**src/rtl/carregador_instrucoes_pkg.sv**
```systemverilog
// Shared definitions for the instruction loader.
// Holds the default word/address widths and the loader state type.
package carregador_instrucoes_pkg;
  localparam int LARGURA_DADO_PADRAO = 8;
  localparam int LARGURA_END_PADRAO  = 8;

  typedef enum logic [1:0] {
    OCIOSO,
    RECEBENDO,
    ESCREVENDO,
    CONCLUIDO
  } estado_t;
endpackage

```
**src/rtl/contador_endereco.sv**
```systemverilog
// Write-address counter for the instruction loader.
// Ports:
//   clk, reset       - clock and synchronous active-high reset (reset -> VALOR_RESET)
//   carregar         - load valor_carga (takes priority over incrementar)
//   valor_carga      - value loaded on carregar
//   incrementar      - advance the address by one
//   endereco         - current address
//   terminal         - high when endereco is the last address of the space
module contador_endereco #(
  parameter int                 LARGURA     = 8,
  parameter logic [LARGURA-1:0] VALOR_RESET = '0
) (
  input  logic               clk,
  input  logic               reset,
  input  logic               carregar,
  input  logic [LARGURA-1:0] valor_carga,
  input  logic               incrementar,
  output logic [LARGURA-1:0] endereco,
  output logic               terminal
);
  always_ff @(posedge clk) begin
    if (reset)            endereco <= VALOR_RESET;
    else if (carregar)    endereco <= valor_carga;
    else if (incrementar) endereco <= endereco + 1'b1;
  end

  assign terminal = &endereco;
endmodule

```
**src/rtl/carregador_instrucoes.sv**
```systemverilog
// Program loader: accepts a stream of instruction words through a
// valid/ready handshake and writes them to consecutive addresses of an
// instruction memory, one word every two cycles.
// Ports:
//   clk, reset          - clock and synchronous active-high reset
//   iniciar             - pulse that starts a load (only in OCIOSO/CONCLUIDO)
//   dado, valido, ultimo- source word, its valid flag, final-word marker
//   pronto              - loader accepts dado this cycle
//   mem_we, mem_endereco, mem_dado - instruction memory write port
//   ocupado, concluido  - load in progress / load finished
//   erro                - address space exhausted before the final word
//   quantidade          - words written in the current/last load
module carregador_instrucoes
  import carregador_instrucoes_pkg::*;
#(
  parameter int                     LARGURA_DADO = LARGURA_DADO_PADRAO,
  parameter int                     LARGURA_END  = LARGURA_END_PADRAO,
  parameter logic [LARGURA_END-1:0] END_INICIAL  = '0
) (
  input  logic                    clk,
  input  logic                    reset,
  input  logic                    iniciar,
  input  logic [LARGURA_DADO-1:0] dado,
  input  logic                    valido,
  input  logic                    ultimo,
  output logic                    pronto,
  output logic                    mem_we,
  output logic [LARGURA_END-1:0]  mem_endereco,
  output logic [LARGURA_DADO-1:0] mem_dado,
  output logic                    ocupado,
  output logic                    concluido,
  output logic                    erro,
  output logic [LARGURA_END:0]    quantidade
);
  estado_t estado, prox;
  logic    ultimo_reg;
  logic    carregar, incrementar, terminal, estouro, aceita;

  contador_endereco #(
    .LARGURA     (LARGURA_END),
    .VALOR_RESET (END_INICIAL)
  ) u_contador (
    .clk         (clk),
    .reset       (reset),
    .carregar    (carregar),
    .valor_carga (END_INICIAL),
    .incrementar (incrementar),
    .endereco    (mem_endereco),
    .terminal    (terminal)
  );

  assign aceita = (estado == RECEBENDO) && valido;

  always_comb begin
    prox        = estado;
    carregar    = 1'b0;
    incrementar = 1'b0;
    estouro     = 1'b0;
    case (estado)
      OCIOSO, CONCLUIDO: begin
        if (iniciar) begin
          prox     = RECEBENDO;
          carregar = 1'b1;
        end
      end
      RECEBENDO: begin
        if (valido) prox = ESCREVENDO;
      end
      ESCREVENDO: begin
        if (ultimo_reg) begin
          prox = CONCLUIDO;
        end else if (terminal) begin
          // Last address written without the final marker: stop instead of
          // wrapping back onto the start of the program.
          prox    = CONCLUIDO;
          estouro = 1'b1;
        end else begin
          prox        = RECEBENDO;
          incrementar = 1'b1;
        end
      end
      default: prox = OCIOSO;
    endcase
  end

  always_ff @(posedge clk) begin
    if (reset) begin
      estado     <= OCIOSO;
      mem_dado   <= '0;
      ultimo_reg <= 1'b0;
      quantidade <= '0;
      erro       <= 1'b0;
    end else begin
      estado <= prox;
      if (carregar) begin
        quantidade <= '0;
        erro       <= 1'b0;
      end
      if (aceita) begin
        mem_dado   <= dado;
        ultimo_reg <= ultimo;
      end
      if (estado == ESCREVENDO) quantidade <= quantidade + 1'b1;
      if (estouro)              erro       <= 1'b1;
    end
  end

  // Gating with reset aborts a write whose cycle coincides with reset, so
  // memory never sees a word the loader is about to forget.
  assign pronto    = (estado == RECEBENDO)  && !reset;
  assign mem_we    = (estado == ESCREVENDO) && !reset;
  assign ocupado   = (estado == RECEBENDO) || (estado == ESCREVENDO);
  assign concluido = (estado == CONCLUIDO);
endmodule

```
**config.mk**
```make
export PLATFORM = sky130hd
export DESIGN_NAME = carregador_instrucoes
export DESIGN_NICKNAME = d
export VERILOG_FILES = /design/src/rtl/carregador_instrucoes_pkg.sv /design/src/rtl/contador_endereco.sv /design/src/rtl/carregador_instrucoes.sv
export SDC_FILE = /design/constraint.sdc
export NUM_CORES = 1
export LEC_CHECK = 0
export BUFFER_PORTS_ARGS = -buffer_cell sky130_fd_sc_hd__clkbuf_2
export CAP_MARGIN = 20
export CORE_UTILIZATION = 30
export CTS_CLUSTER_DIAMETER = 150
export DETAILED_ROUTE_END_ITERATION = 12
export HOLD_SLACK_MARGIN = 0.02
export SYNTH_ARGS = -nofsm -noshare
export SYNTH_HDL_FRONTEND = slang
export SYNTH_SLANG_ARGS = --single-unit
```
**constraint.sdc**
```tcl
create_clock -name clk -period 2.1 [get_ports clk]
set_input_delay 0.21 -clock clk [delete_from_list [all_inputs] [get_ports clk]]
set_output_delay 0.21 -clock clk [all_outputs]
set_load 0.1 [all_outputs]
```
==> summary.txt, run 1 <==
Clock slew at reported path FFs: 0.06 ns
Mapped cell area: 1290 µm²
Top Registers: quantidade: 9 flops, mem_dado: 8 flops, u_contador.endereco: 8 flops
Worst vdd ir: 0.300 mV
Tightest Hold Check Type: in -> reg
Commonest cells after routing, fill and taps aside: 41 x clkbuf_2, 29 x dfxtp_1, 24 x nand2_1, 21 x a21oi_1, 12 x nor2_1
Leak: 0.702 nW
Yosys Warn Count: 0
Register area share after synthesis: 45.0%
RSZ-0062 raised after global routing: no
Top post-synthesis cells by area: dfxtp_1 45%, a21oi_1 8.1%, nand2_1 7.0%
Multi-input gate area: 677 µm²
Slew Viols, Final: 0
Peak Freq: 541 MHz
Global-route wire length before repair: 4640 µm
Initial Utilization: 31.8%
Max-slew headroom: 63.4%
Root Buffer: clkbuf_8
Worst-Margin Slew: 0.552 ns
Arrival time worst endpoint: 1.64 ns
Cell count after synthesis: 154
Num CTS Buffers: 5
Post-synth net total: 172
GRT Overall Usage: 13.9%
Setup crit start kind: flop
Crit path kind: reg -> out
Synth unique cells: 33
Die Span Y: 67.6 µm
Commonest non-fill, non-tap cell in the layout: clkbuf_2
Yosys reg bits: 29
Count of input and output buffers: 42
Synth async-reset ratio: 0%
DRC: 0
Area delta synth->final: 27.4%
First drt pass iteration count: 4
Clk Latency, worst-skew pair: 0.27 ns
Grt total ovfl: 0
Yosys top cell area share: 45.0%
Post-cts hold buffer count: 0
CTS resizes: 0
Layout Nets: 218
Number of flip-flops in the largest register: 9
Antenna viol nets, final: 0
Iter 0 DRT Violations: 19
Max FO, Critical Path: 6
Total core area: 4060 µm²
Post-route minimum period: 1.85 ns
Maxcap violations: 0
Vias per cell: 4.95
Final Util: 40.5%
Site Rows: 23
Status: complete, no violations
Fill count: 430
Initial antenna violation count: 0
Setup bufs post-CTS: 0
Ys flop type: dfxtp_1
Share of post-route cells with drive strength above 1: 25.5%
Via count: 1,237
Fin. Hold Viols: 0
Reg with most FFs: quantidade
Largest net degree at the start of global routing: 23
Synth Area per Inst: 8.38 µm²
I/O pin count: 43
DIE AREA: 4570 µm²
Critical path endpoint category: output port
CTS tree: done
CTS HTree Levels: 2
Post-synth EDFFs: 0
Ratio of final minimum period to clock period: 88.0%
Die W: 67.6 µm
Worst Clk Skew: 0.00384 ns
Power density cells: 750 nW/µm²
TNS Setup: 0 ns
Setup violators final: 0
Clock buffer depth: 2
Storage element area: 581 µm²
Most area-hungry cell type in the Yosys netlist: dfxtp_1
Wire length per cell: 11.7 µm
Worst EP required: 1.89 ns
GP Congestion: 0.725
Antenna diodes: 0
Vias in the first global route: 1,069
# clock sinks: 29
Final wirelength: 2920 µm
Detailed Place HPWL: 2170 µm
routing by layer:
layer | share of wire [%] | track usage [%] | wire (µm)
met4 | 1.3 | 7.18 | 39
met3 | 5.7 | 5.74 | 165
met2 | 46 | 20.7 | 1340
met1 | 47 | 17.0 | 1370
met5 | 0 | 0 | 0
power breakdown:
| group | switching (mW) | internal [mW] |
|---|---|---|
| Sequential | 0.00895 | 0.564 |
| Combinational | 0.170 | 0.0425 |
| Clock | 0.191 | 0.259 |
layout make-up:
cell class	instances	area share (%)
clock buffers	7	5.25
flip-flops and latches	29	35.3
repair buffers	43	13.4
multi-input cells	116	41.1
inverters	5	1.14
well taps	50	3.80
critical path, cell delays in order, from the launching register on:
cell and delay [ns]:
dfxtp_1 0.35, inv_1 0.06, ha_1 0.37, inv_1 0.11, clkbuf_2 0.46
final timing paths:
check	startpoint	to	slack, ns	cells past startpoint
worst max-delay path	estado[0]	ocupado	0.25	4
worst min-delay path	dado[6]	mem_dado[6]	0.15	3
worst max register to register	estado[0]	u_contador.endereco[7]	0.46	6
worst min register to register	mem_dado[4]	mem_dado[4]	0.45	2
per-stage QoR:
step	hold slack [ns]	total power, mW	area [µm²]	cells	worst slack (ns)
floorplan	0.346	0.754	1290	154	0.00841
global route	0.152	1.30	1650	250	0.167
CTS	0.142	1.26	1650	250	0.224
detailed placement	0.439	0.798	1560	243	0.455
global placement	0.434	0.797	1560	243	0.496
finish	0.155	1.23	1650	250	0.251
cell families after synthesis:
kind of cell             Yosys count  share of synthesized area (%)
AO/OA/AOI/OAI                     41                           19.5
flip-flops                        29                           45.0
buffers and inverters              9                           2.62
XOR/XNOR                           5                           3.39
AND/OR/NAND/NOR                   64                           23.9
multiplexers                       1                          0.775
adder cells (fa/ha/maj)            5                           4.84
synthesized netlist by cell type (4+ instances only):
library cell	instances
dfxtp_1	29
nand2_1	24
a21oi_1	21
nor2_1	12
nand3_1	6
nand4_1	6
ha_1	5
inv_1	5
o21ai_0	5
xor2_1	5
nand2b_1	4
No activity file was read; power rests on OpenSTA's default activity.
==> inputs of run 2 (changes only) <==
==> constraint.sdc (replaced) <==
create_clock -name clk -period 2.1 [get_ports clk]
set_input_delay 0.105 -clock clk [delete_from_list [all_inputs] [get_ports clk]]
set_output_delay 0.105 -clock clk [all_outputs]
set_load 0.1 [all_outputs]
==> run 2 against run 1 <==
Effect of this change:
- sequential power about the same
- clock skew up 0.0042 ns
- non-clock buffer count unchanged
- clock-buffer cell count unchanged
- largest cell class unchanged
- critical path depth up 2
- combinational power about the same
- via count down 0.57%
- power up 12%
==> summary.txt, run 2 (synthesis results as in run 1) <==
Reg2Reg Depth: 5 (-1)
Layout Nets: 218 (unchanged)
Top Registers: quantidade: 9 flops, mem_dado: 8 flops, u_contador.endereco: 8 flops
Count of input and output buffers: 42 (unchanged)
Final wirelength: 2990 µm (+2.6%)
Post-route minimum period: 1.83 ns (-0.0218 ns)
Grt total ovfl: 0 (unchanged)
Setup crit start kind: flop
Iter 0 DRT Violations: 47 (+28)
Peak Freq: 547 MHz (+1.2%)
Antenna diodes: 0 (unchanged)
CTS tree: done
Number of flip-flops in the largest register: 9 (unchanged)
GRT Overall Usage: 14.7% (+0.76 points)
Vias per cell: 4.90 (-0.96%)
Die W: 67.6 µm (unchanged)
CTS HTree Levels: 2 (unchanged)
Tightest Hold Check Type: in -> reg
R2R setup slack: 0.49 ns (+0.03 ns)
Crit path kind: reg -> out
Vias in the first global route: 1,088 (+1.8%)
Max FO, Critical Path: 14 (+8)
Arrival time worst endpoint: 1.72 ns (+0.08 ns)
HP Start: dado[2]
Final Util: 41.2% (+0.68 points)
Fin. Hold Viols: 0 (unchanged)
Max-slew headroom: 63.3% (about the same)
Post-cts hold buffer count: 0 (unchanged)
Multi-input gate area: 677 µm² (unchanged)
Largest net degree at the start of global routing: 23 (unchanged)
Reg with most FFs: quantidade
Slew Viols, Final: 0 (unchanged)
Site Rows: 23 (unchanged)
Total core area: 4060 µm² (unchanged)
Hold EP: mem_dado[2]
Reg2reg start: u_contador.endereco[0]
RSZ-0062 raised after global routing: no
Antenna viol nets, final: 0 (unchanged)
Commonest cells after routing, fill and taps aside: 42 x clkbuf_2, 29 x dfxtp_1, 24 x nand2_1, 21 x a21oi_1, 12 x nor2_1
Fill count: 441 (+2.6%)
Ratio of final minimum period to clock period: 87.0% (-1.0 points)
Maxcap violations: 0 (unchanged)
Leak: 0.716 nW (+1.9%)
Initial antenna violation count: 0 (unchanged)
Clk Latency, worst-skew pair: 0.28 ns (about the same)
Worst vdd ir: 0.260 mV (-13%)
Global-route wire length before repair: 4880 µm (+5.2%)
Status: complete, no violations
CTS resizes: 0 (unchanged)
I/O pin count: 43 (unchanged)
Critical path endpoint category: output port
Area delta synth->final: 29.6%
Storage element area: 581 µm² (unchanged)
Via count: 1,230 (-0.57%)
Detailed Place HPWL: 2210 µm (+1.8%)
Worst EP required: 2.00 ns (+0.11 ns)
Hold Path Stages: 3 (unchanged)
Num CTS Buffers: 5 (unchanged)
Worst Clk Skew: 0.00807 ns (+0.00424 ns)
Share of post-route cells with drive strength above 1: 25.9% (+0.37 points)
# clock sinks: 29 (unchanged)
Setup violators final: 0 (unchanged)
Initial Utilization: 31.8% (unchanged)
Critical R2R Capture: u_contador.endereco[7]
Root Buffer: clkbuf_8
Wire length per cell: 11.9 µm (+2.2%)
Commonest non-fill, non-tap cell in the layout: clkbuf_2
DRC: 0 (unchanged)
DIE AREA: 4570 µm² (unchanged)
Clock buffer depth: 2 (unchanged)
First drt pass iteration count: 4 (unchanged)
Power density cells: 827 nW/µm² (+10%)
GP Congestion: 0.752 (+3.7%)
Clock slew at reported path FFs: 0.07 ns (about the same)
TNS Setup: 0 ns (unchanged)
Setup bufs post-CTS: 0 (unchanged)
Worst-Margin Slew: 0.552 ns (+0.000397 ns)
Die Span Y: 67.6 µm (unchanged)
==> run 2: cell count changes in the layout (fill, tap and decap cells not counted), sizes merged <==
cell / previous run / this run
buf: 2 / 1
bufinv: 0 / 1
clkbuf: 48 / 49
==> run 2: final cells by class <==
class                   count  area share [%]
inverters                   5            1.12
multi-input cells         116            40.5
flip-flops and latches     29            34.7
well taps                  50            3.74
repair buffers             43            13.0
clock inverters             1            1.80
clock buffers               7            5.16
==> run 2: through the flow <==
stage               cells  total power [mW]  instance area (µm²)  worst slack, ns  hold WS, ns
global route          251              1.44                 1670            0.129       0.0442
global placement      243             0.797                 1560            0.541        0.331
finish                251              1.38                 1670            0.273       0.0407
floorplan             154             0.754                 1290           0.0116        0.241
detailed placement    243             0.798                 1560            0.509        0.335
CTS                   251              1.40                 1670            0.251       0.0325
==> run 2: critical path, stage by stage (launching register included) <==
cell and delay [ns]:
dfxtp_1 0.33, inv_1 0.08, ha_1 0.19, buf_4 0.20, nand2b_1 0.12, inv_1 0.08
clkbuf_2 0.45
==> run 2: power by group <==
group | internal, mW | leakage, nW | switching, mW
combinational | 0.0422 | 0.423 | 0.169
clock | 0.386 | 0.0585 | 0.213
sequential | 0.563 | 0.235 | 0.00920
total | 0.992 | 0.716 | 0.391
==> run 2: per-layer routing <==
layer,vias to the layer above,wire length (µm),global-route usage [%]
li1,638,-,-
met1,560,1430,18.0
met2,30,1370,22.2
met3,2,161,5.74
met4,0,32,7.18
met5,-,0,0
==> run 2: worst max path at each step <==
stage,end,slack (ns),depth (start not counted),start
floorplan,u_contador.endereco[7],0.01,4,u_contador.endereco[2]
global placement,u_contador.endereco[7],0.54,5,u_contador.endereco[0]
detailed placement,u_contador.endereco[7],0.51,5,u_contador.endereco[0]
CTS,mem_we,0.25,6,estado[0]
global route,mem_we,0.13,6,estado[0]
finish,mem_we,0.27,6,estado[0]
